--- config.mk ---
export PLATFORM = sky130hd
export DESIGN_NAME = strand_serializer_flat
export DESIGN_NICKNAME = d
export VERILOG_FILES = /design/src/rtl/strand_serializer_if.sv /design/src/rtl/strand_serializer.sv /design/src/flat_wrapper.sv
export SDC_FILE = /design/constraint.sdc
export NUM_CORES = 1
export LEC_CHECK = 0
export ABC_AREA = 1
export CAP_MARGIN = 40
export CORE_MARGIN = 2
export CORE_UTILIZATION = 48
export DETAILED_ROUTE_END_ITERATION = 12
export MAX_ROUTING_LAYER = met4
export PLACE_DENSITY = 0.77
export SETUP_SLACK_MARGIN = 0.2
export SLEW_MARGIN = 20
export SYNTH_ARGS = -nofsm -noshare
export SYNTH_HDL_FRONTEND = slang
export SYNTH_SLANG_ARGS = --single-unit
--- constraint.sdc ---
create_clock -name clk -period 1.66 [get_ports clk]
set_clock_uncertainty 0.1 [all_clocks]
set_input_delay 0.332 -clock clk [delete_from_list [all_inputs] [get_ports clk]]
set_output_delay 0.332 -clock clk [all_outputs]
set_load 0.05 [all_outputs]
--- src/rtl/strand_serializer_if.sv ---
// strand_serializer_if: word-in / base-out handshake bundle for the strand serializer
`timescale 1ns/1ps
interface strand_serializer_if #(parameter int N = 4);
  localparam int IW = (N > 1) ? $clog2(N) : 1;
  logic          word_valid;
  logic          word_ready;
  logic [2*N-1:0] word_in;
  logic          rev_in;
  logic          comp_in;
  logic          base_valid;
  logic          base_ready;
  logic [1:0]    base_out;
  logic          base_last;
  logic [IW-1:0] base_idx;
  modport master (
    output word_valid, word_in, rev_in, comp_in, base_ready,
    input  word_ready, base_valid, base_out, base_last, base_idx
  );
  modport slave (
    input  word_valid, word_in, rev_in, comp_in, base_ready,
    output word_ready, base_valid, base_out, base_last, base_idx
  );
endinterface

--- src/rtl/strand_serializer.sv ---
// strand_serializer: packed DNA word to base-serial stream with optional reverse/complement
`timescale 1ns/1ps
module strand_serializer #(
  parameter int N = 4
) (
  input logic               clk,
  input logic               rst_n,
  strand_serializer_if.slave bus
);
  localparam int IW = (N > 1) ? $clog2(N) : 1;
  localparam logic [IW-1:0] LASTI = IW'(N - 1);
  typedef enum logic {IDLE, SEND} state_t;
  state_t         state_q;
  logic [2*N-1:0] sr_q, word_n;
  logic           rev_q, comp_q, rev_n, comp_n;
  logic [IW-1:0]  cnt_q, cnt_d, k_d, idx_q;
  logic [1:0]     base_q, base_d;
  logic           last_q, last_d;
  logic           ready, accept, hs;
  assign ready  = rst_n && (state_q == IDLE || (last_q && bus.base_ready));
  assign accept = bus.word_valid && ready;
  assign hs     = (state_q == SEND) && bus.base_ready;
  assign bus.word_ready = ready;
  assign bus.base_valid = (state_q == SEND);
  assign bus.base_out   = base_q;
  assign bus.base_last  = last_q;
  assign bus.base_idx   = idx_q;
  // Next beat: a freshly accepted word starts at beat 0, otherwise the count advances on a handshake
  always_comb begin
    word_n = accept ? bus.word_in : sr_q;
    rev_n  = accept ? bus.rev_in : rev_q;
    comp_n = accept ? bus.comp_in : comp_q;
    cnt_d  = accept ? '0 : hs ? cnt_q + IW'(1) : cnt_q;
    k_d    = rev_n ? LASTI - cnt_d : cnt_d;
    base_d = word_n[{k_d, 1'b0} +: 2] ^ {1'b0, comp_n};
    last_d = (cnt_d == LASTI);
  end
  // Control FSM with registered base outputs; outputs only move on accept or a non-final handshake
  always_ff @(posedge clk or negedge rst_n) begin
    if (!rst_n) begin
      state_q <= IDLE;
      sr_q    <= '0;
      rev_q   <= 1'b0;
      comp_q  <= 1'b0;
      cnt_q   <= '0;
      base_q  <= 2'b00;
      idx_q   <= '0;
      last_q  <= 1'b0;
    end else begin
      if (accept) begin
        state_q <= SEND;
        sr_q    <= bus.word_in;
        rev_q   <= bus.rev_in;
        comp_q  <= bus.comp_in;
      end else if (hs && last_q) begin
        state_q <= IDLE;
      end
      cnt_q <= cnt_d;
      if (accept || (hs && !last_q)) begin
        base_q <= base_d;
        idx_q  <= k_d;
        last_q <= last_d;
      end
    end
  end
endmodule

--- src/flat_wrapper.sv ---
// flat-port wrapper written by rule: the top's interface ports become plain ports
module strand_serializer_flat 
#(
  parameter int N = 4
)
  (clk, rst_n, bus_word_valid, bus_word_in, bus_rev_in, bus_comp_in, bus_base_ready, bus_word_ready, bus_base_valid, bus_base_out, bus_base_last, bus_base_idx);
  strand_serializer_if #(.N(N)) bus_i ();
  input logic clk;
  input logic rst_n;
  input wire logic [$bits(bus_i.word_valid)-1:0] bus_word_valid;
  input wire logic [$bits(bus_i.word_in)-1:0] bus_word_in;
  input wire logic [$bits(bus_i.rev_in)-1:0] bus_rev_in;
  input wire logic [$bits(bus_i.comp_in)-1:0] bus_comp_in;
  input wire logic [$bits(bus_i.base_ready)-1:0] bus_base_ready;
  output wire logic [$bits(bus_i.word_ready)-1:0] bus_word_ready;
  output wire logic [$bits(bus_i.base_valid)-1:0] bus_base_valid;
  output wire logic [$bits(bus_i.base_out)-1:0] bus_base_out;
  output wire logic [$bits(bus_i.base_last)-1:0] bus_base_last;
  output wire logic [$bits(bus_i.base_idx)-1:0] bus_base_idx;
  assign bus_i.word_valid = bus_word_valid;
  assign bus_i.word_in = bus_word_in;
  assign bus_i.rev_in = bus_rev_in;
  assign bus_i.comp_in = bus_comp_in;
  assign bus_i.base_ready = bus_base_ready;
  assign bus_word_ready = bus_i.word_ready;
  assign bus_base_valid = bus_i.base_valid;
  assign bus_base_out = bus_i.base_out;
  assign bus_base_last = bus_i.base_last;
  assign bus_base_idx = bus_i.base_idx;
  strand_serializer #(.N(N)) u_core (.clk(clk), .rst_n(rst_n), .bus(bus_i));
endmodule
==> After elaboration in Yosys (flattened, before gate mapping) <==
Index checks and enable logic that the tools add are counted.
{ "op_classes": {"n_addsub": 2, "n_mul": 0, "div": 0, "n_lt_le_gt_ge": 0, "n_eq_ne": 1, "shifts": 1, "n_mux": 8, "bitwise_logic": 2, "reduce_logical": 10} }
{ "ops": {"columns": ["op", "count"], "rows": [
  ["$mux W8", 1],
  ["$shiftx A8 B4 Y2", 1],
  ["$logic_and A1 B1 Y1", 6],
  ["$mux W2", 3],
  ["$mux W1", 4],
  ["$add A2 B1 Y2 const B", 1],
  ["$eq A2 B2 Y1 const B", 1],
  ["$logic_or A1 B1 Y1", 2],
  ["$reduce_bool A2 Y1", 1],
  ["$sub A2 B2 Y2 const A", 1],
  ["$xor A2 B1 Y2", 1],
  ["$logic_not A1 Y1", 1],
  ["$not A1 Y1", 1]
]} }
{ "word_totals": {"regBits": 18, "latchBits": 0, "ramBits": 0, "mem_bits_ro": 0, "in_bits": 14, "out_inout_bits": 7, "wordCells": 32, "n_memories": 0} }

==> Longest topological paths before layout <==
{ "logic_depth": {"ltp_word": 9, "mapped_depth": 14, "depth_no_buf": 14} }

==> Least setup slack after synthesis <==
Ideal clock, no wire load.
{ "synth_path": {"path_kind": "register -> register", "start": "reg u_core.last_q, in the netlist u_core.bus.base_last", "end": "reg u_core.base_q[0], in the netlist u_core.bus.base_out[0]", "setup_time_ns": 0.118, "t_arrival_ns": 1.665, "required_time_ns": 1.442, "slack_ns": -0.223, "path_stages_with_launch": 15, "path_buffers": 1, "period_less_slack_ns": 1.883, "cell_sequence": "dfrtp_1 > nand2_2 > nand2_4 > nand3_4 > buf_6 > nand2_2 > nand2_2 > nand2_2 > nand2_2 > nand2_1 > nand3_1 > nand2_1 > nand2_1 > nand3_1 > nand2_1"} }
{ "synth_between": {"elab_chain_len": 9, "elab_cells_between_ends": 15, "classes_between": "add/sub (1); shift (1); mux (5); bitwise (1); reduce/logical (7)"} }
{ "synth_lines": {"columns": ["element", "line", "rtl"], "rows": [
  ["start, declared", "strand_serializer.sv:18", "logic last_q, last_d;"],
  ["start signal, assigned", "strand_serializer.sv:62", "last_q <= last_d;"],
  ["$logic_and A1 B1 Y1", "strand_serializer.sv:20", "assign ready = rst_n && (state_q == IDLE || (last_q && bus.base_ready));"],
  ["$logic_or A1 B1 Y1", "strand_serializer.sv:20", null],
  ["$logic_and A1 B1 Y1", "strand_serializer.sv:20", null],
  ["$logic_and A1 B1 Y1", "strand_serializer.sv:21", "assign accept = bus.word_valid && ready;"],
  ["$mux W2", "strand_serializer.sv:33", "cnt_d = accept ? '0 : hs ? cnt_q + IW'(1) : cnt_q;"],
  ["$sub A2 B2 Y2", "strand_serializer.sv:34", "k_d = rev_n ? LASTI - cnt_d : cnt_d;"],
  ["$mux W2", "strand_serializer.sv:34", null],
  ["$shiftx A8 B4 Y2", "strand_serializer.sv:35", "base_d = word_n[{k_d, 1'b0} +: 2] ^ {1'b0, comp_n};"],
  ["$xor A2 B1 Y2", "strand_serializer.sv:35", null],
  ["end signal, assigned", "strand_serializer.sv:60", "base_q <= base_d;"],
  ["end, declared", "strand_serializer.sv:17", "logic [1:0] base_q, base_d;"]
]} }
Parallel ways exist; a longest one is shown, timed or not.
A chain may end at the register's enable or synchronous reset.

==> Worst setup path after layout <==
{ "layout_path": {"start": "reg u_core.last_q, in the netlist u_core.bus.base_last", "end": "reg u_core.base_q[1], in the netlist u_core.bus.base_out[1]"} }
{ "layout_between": {"elab_cells_between_ends": 14, "classes_between": "add/sub (1); shift (1); mux (4); bitwise (1); reduce/logical (7)"} }
{ "layout_rtl": {"columns": ["element", "line", "rtl"], "rows": [
  ["$logic_and A1 B1 Y1", "strand_serializer.sv:20", null],
  ["$logic_or A1 B1 Y1", "strand_serializer.sv:20", null],
  ["$logic_and A1 B1 Y1", "strand_serializer.sv:20", null],
  ["$logic_and A1 B1 Y1", "strand_serializer.sv:21", null],
  ["$mux W8", null, null],
  ["named net u_core.word_n[1]", "strand_serializer.sv:14", "logic [2*N-1:0] sr_q, word_n;"],
  ["$shiftx A8 B4 Y2", "strand_serializer.sv:35", null],
  ["$xor A2 B1 Y2", "strand_serializer.sv:35", null]
]} }
The timed path passes the listed nets, and every way through them passes these cells.

==> results by group <==
Clock tree
  • CTS clock-pin slew for the worst setup and hold paths: 0.11 ns
  • Clk buf depth: 2
  • Hold_buf cts: 0
  • Worst-Skew Late Latency: 0.31 ns
  • CTS Buf Count: 3
  • H-tree depth: 1
  • CTS tree: yes
  • Clk root buf: clkbuf_4
  • Clock sink count: 18

Final layout
  • # fillers: 63
  • Register Area: 453 um2
  • P&R area growth vs syn: 87.2%
  • Final instance area: approximately 1800 um2
  • Share of layout cells above drive strength 1: 0.545
  • N_diodes: 0
  • Multi-input gate area: 574 um2
  • NumNets Final: 191

Detailed routing
  • DR WL/cell: 20.5 um
  • Initial DRC count: 38
  • Post-DR vias/cell: 5.88
  • Drt pass-1 iters: 6
  • Final wirelength: 4.17 mm
  • Antenna-violating nets left: 0
  • Drt drc: 0
  • Vias: 1193

Logic synthesis
  • Seq/Total Area, Yosys: 0.476
  • Post-synthesis compound-gate area fraction: 0.0687
  • XOR/XNOR Fraction of Synth Area: 0
  • Most used DFF post-synth: dfrtp_1
  • Largest family of logic cells by synthesized area: simple AND/OR/NAND/NOR gates
  • Ys async rst share: 1.00
  • EDFF count, synth: 0
  • #FFs+latches synth: 18
  • Mux cell area share after synthesis: 0.0106
  • Mapped Area: 947 um2
  • Synth cell count leaders: nand2_1, dfrtp_1, inv_1
  • Simple-Gate Fraction of Synth Area: 0.334
  • Mapped Cells: 120
  • Syn Nets: 134
  • Post-synth top area share: 0.476
  • Most numerous cell in the Yosys netlist: nand2_1
  • Warnings from Yosys: 0
  • Synth cell types: 19
  • Syn_area_per_cell: 7.89 um2
  • Area contributors post-synth: dfrtp_1, nand2_1, nand3_1, inv_1, nand2_2
  • Post-Synth Adder-Cell Area: 0
  • Area leader, netlist: dfrtp_1

STA
  • Crit share post-route: 1.14
  • Tightest Pin Transition: about 0.23 ns
  • Final setup margin: -0.226 ns
  • Final setup vio count: 6
  • Minimum clock period: approximately 1.9 ns
  • Achievable Freq: roughly 530 MHz
  • Hold Vio Cnt, Final: 0
  • RSZ-0062 raised after global routing: yes
  • Max Slew Vio Count: 0
  • Relative slew margins: 0.845

Pwr
  • Leakage power: 0.899 nW
  • VDD IR max: about 0.0017 V
  • PwrDens: around 2300 nW/um2
  • Final total power: 4.11 mW

Floorplan
  • Die Area: 2340 um2
  • Std-Cell Rows: 16
  • Die X: 48.4 um
  • Chip height: 48.4 um
  • Core area: around 1900 um2
  • # IOs: 21
  • Initial Utilization: 0.498

Critical path
  • CP max FO: 8
  • Crit start category: register
  • WS Path Type: register to register
  • Worst Setup End Kind: register
  • Data arrival time of the worst path: 1.97 ns
  • WP data required: 1.74 ns

Status
  • Failing checks: negative setup slack
  • Status: complete, but fails checks

GRT
  • Gr usage total: 0.301
  • Largest net degree at the start of global routing: 13
  • Initial antenna violation count: 0
  • Vias in the first global route: 1145
  • GR Overflow Total: 0
  • First-pass GRT wire length: 5.21 mm

Place
  • Detailed Place HPWL: 1.68 mm
  • Placed Area: approximately 1400 um2
  • Port Buffer Count: 20
  • Gpl congestion: 0.850

Job
  • Max Cap Viol: 0

Min path
  • Type of the most critical hold path: input port to asynchronous set/reset pin
[layout make-up]
cell class	instances	area share
multi-input combinational	78	0.324
clock buffer	4	0.0205
sequential	18	0.255
tap	27	0.0191
inverter	22	0.0494
timing repair buffer	54	0.332
[where the power goes]
part           internal, mW  leakage [nW]  switching (mW)  total (mW)
Sequential            0.655         0.212           0.173       0.828
Combinational          1.35         0.667            1.65        3.00
Clock                 0.134        0.0210           0.151       0.285
Total                  2.14         0.899            1.97        4.11
[registers in the layout, summed over array words and instances (netlist names)]
register / count
u_core.bus.base_idx: 2
u_core.bus.base_last: 1
u_core.bus.base_out: 2
u_core.sr_q: 8
u_core.rev_q: 1
u_core.cnt_q: 2
u_core.bus.base_valid: 1
u_core.comp_q: 1
[layer usage]
layer | GRT usage | up-vias | share of wire | wire (um)
met1 | 0.316 | 571 | 0.34 | 1430
li1 | - | 489 | - | -
met4 | 0.186 | 0 | 0.084 | 351
met5 | - | - | 0 | 0
met2 | 0.535 | 95 | 0.48 | 2000
met3 | 0.0401 | 38 | 0.093 | 387
[cell families (layout without fill, tap and decap cells)]
family                 after synthesis  count (layout)
AND/OR/NAND/NOR                     66              66
multiplexers                         1               1
flip-flops                          18              18
buffers and inverters               24              80
AO/OA/AOI/OAI                       11              11
[worst max-delay path: stages, from the launching register on]
cell and delay [ns]:
dfrtp_2 0.44, nand2_2 0.08, nand2_4 0.07, nand3_4 0.19, buf_6 0.17, mux2i_1 0.22, inv_1 0.11, nand2_2 0.07
o21ai_1 0.10, nand3_1 0.12, nand3_1 0.09
[path summary, 6_finish.rpt]
check                                             from                     end  slack (ns)  depth (start not counted)
worst min-delay path                             rst_n   u_core.bus.base_valid        0.08                          2
min in group clk                u_core.bus.base_idx[1]  u_core.bus.base_idx[1]        0.47                          2
worst min register to register  u_core.bus.base_idx[1]  u_core.bus.base_idx[1]        0.47                          2
worst max-delay path              u_core.bus.base_last  u_core.bus.base_out[1]       -0.23                         10
worst max register to register    u_core.bus.base_last  u_core.bus.base_out[1]       -0.23                         10
max in group asynchronous                        rst_n          u_core.sr_q[1]        1.12                          3
[timing repair]
action / CTS / global route
setup buffers: 6 / 4
setup endpoints to repair: 15 / 16
pin swaps: 5 / 10
hold endpoints to repair: 0 / 0
gates cloned: 0 / 0
resized for setup: 27 / 35
[through the flow]
step | utilization | hold WS (ns) | cells | setup slack (ns) | TNS (ns)
after global placement | 0.760 | 0.365 | 189 | -0.422 | -2.70
after CTS | 0.846 | 0.0830 | 199 | 0.0302 | 0
after global routing | 0.932 | 0.0730 | 203 | -0.253 | -1.00
final | 0.932 | 0.0778 | 203 | -0.226 | -0.733
after detailed placement | 0.760 | 0.376 | 189 | -0.491 | -3.32
after floorplan | - | -0.0636 | 120 | -0.0654 | -0.116
[layout by cell type (no fill, tap or decap), drive strengths merged]
cell type      Yosys  routed
dlygate4sd2        0       3
o211ai             1       1
nand2             45      45
nor2               1       1
clkbuf             0       4
or2                2       2
mux2i              1       1
inv               22      22
dfrtp             18      18
buf                2      41
nand3             15      15
nand4              2       2
o21ai             10      10
and2               1       1
clkdlybuf4s50      0      10
Power figures use the tool's default switching activity.
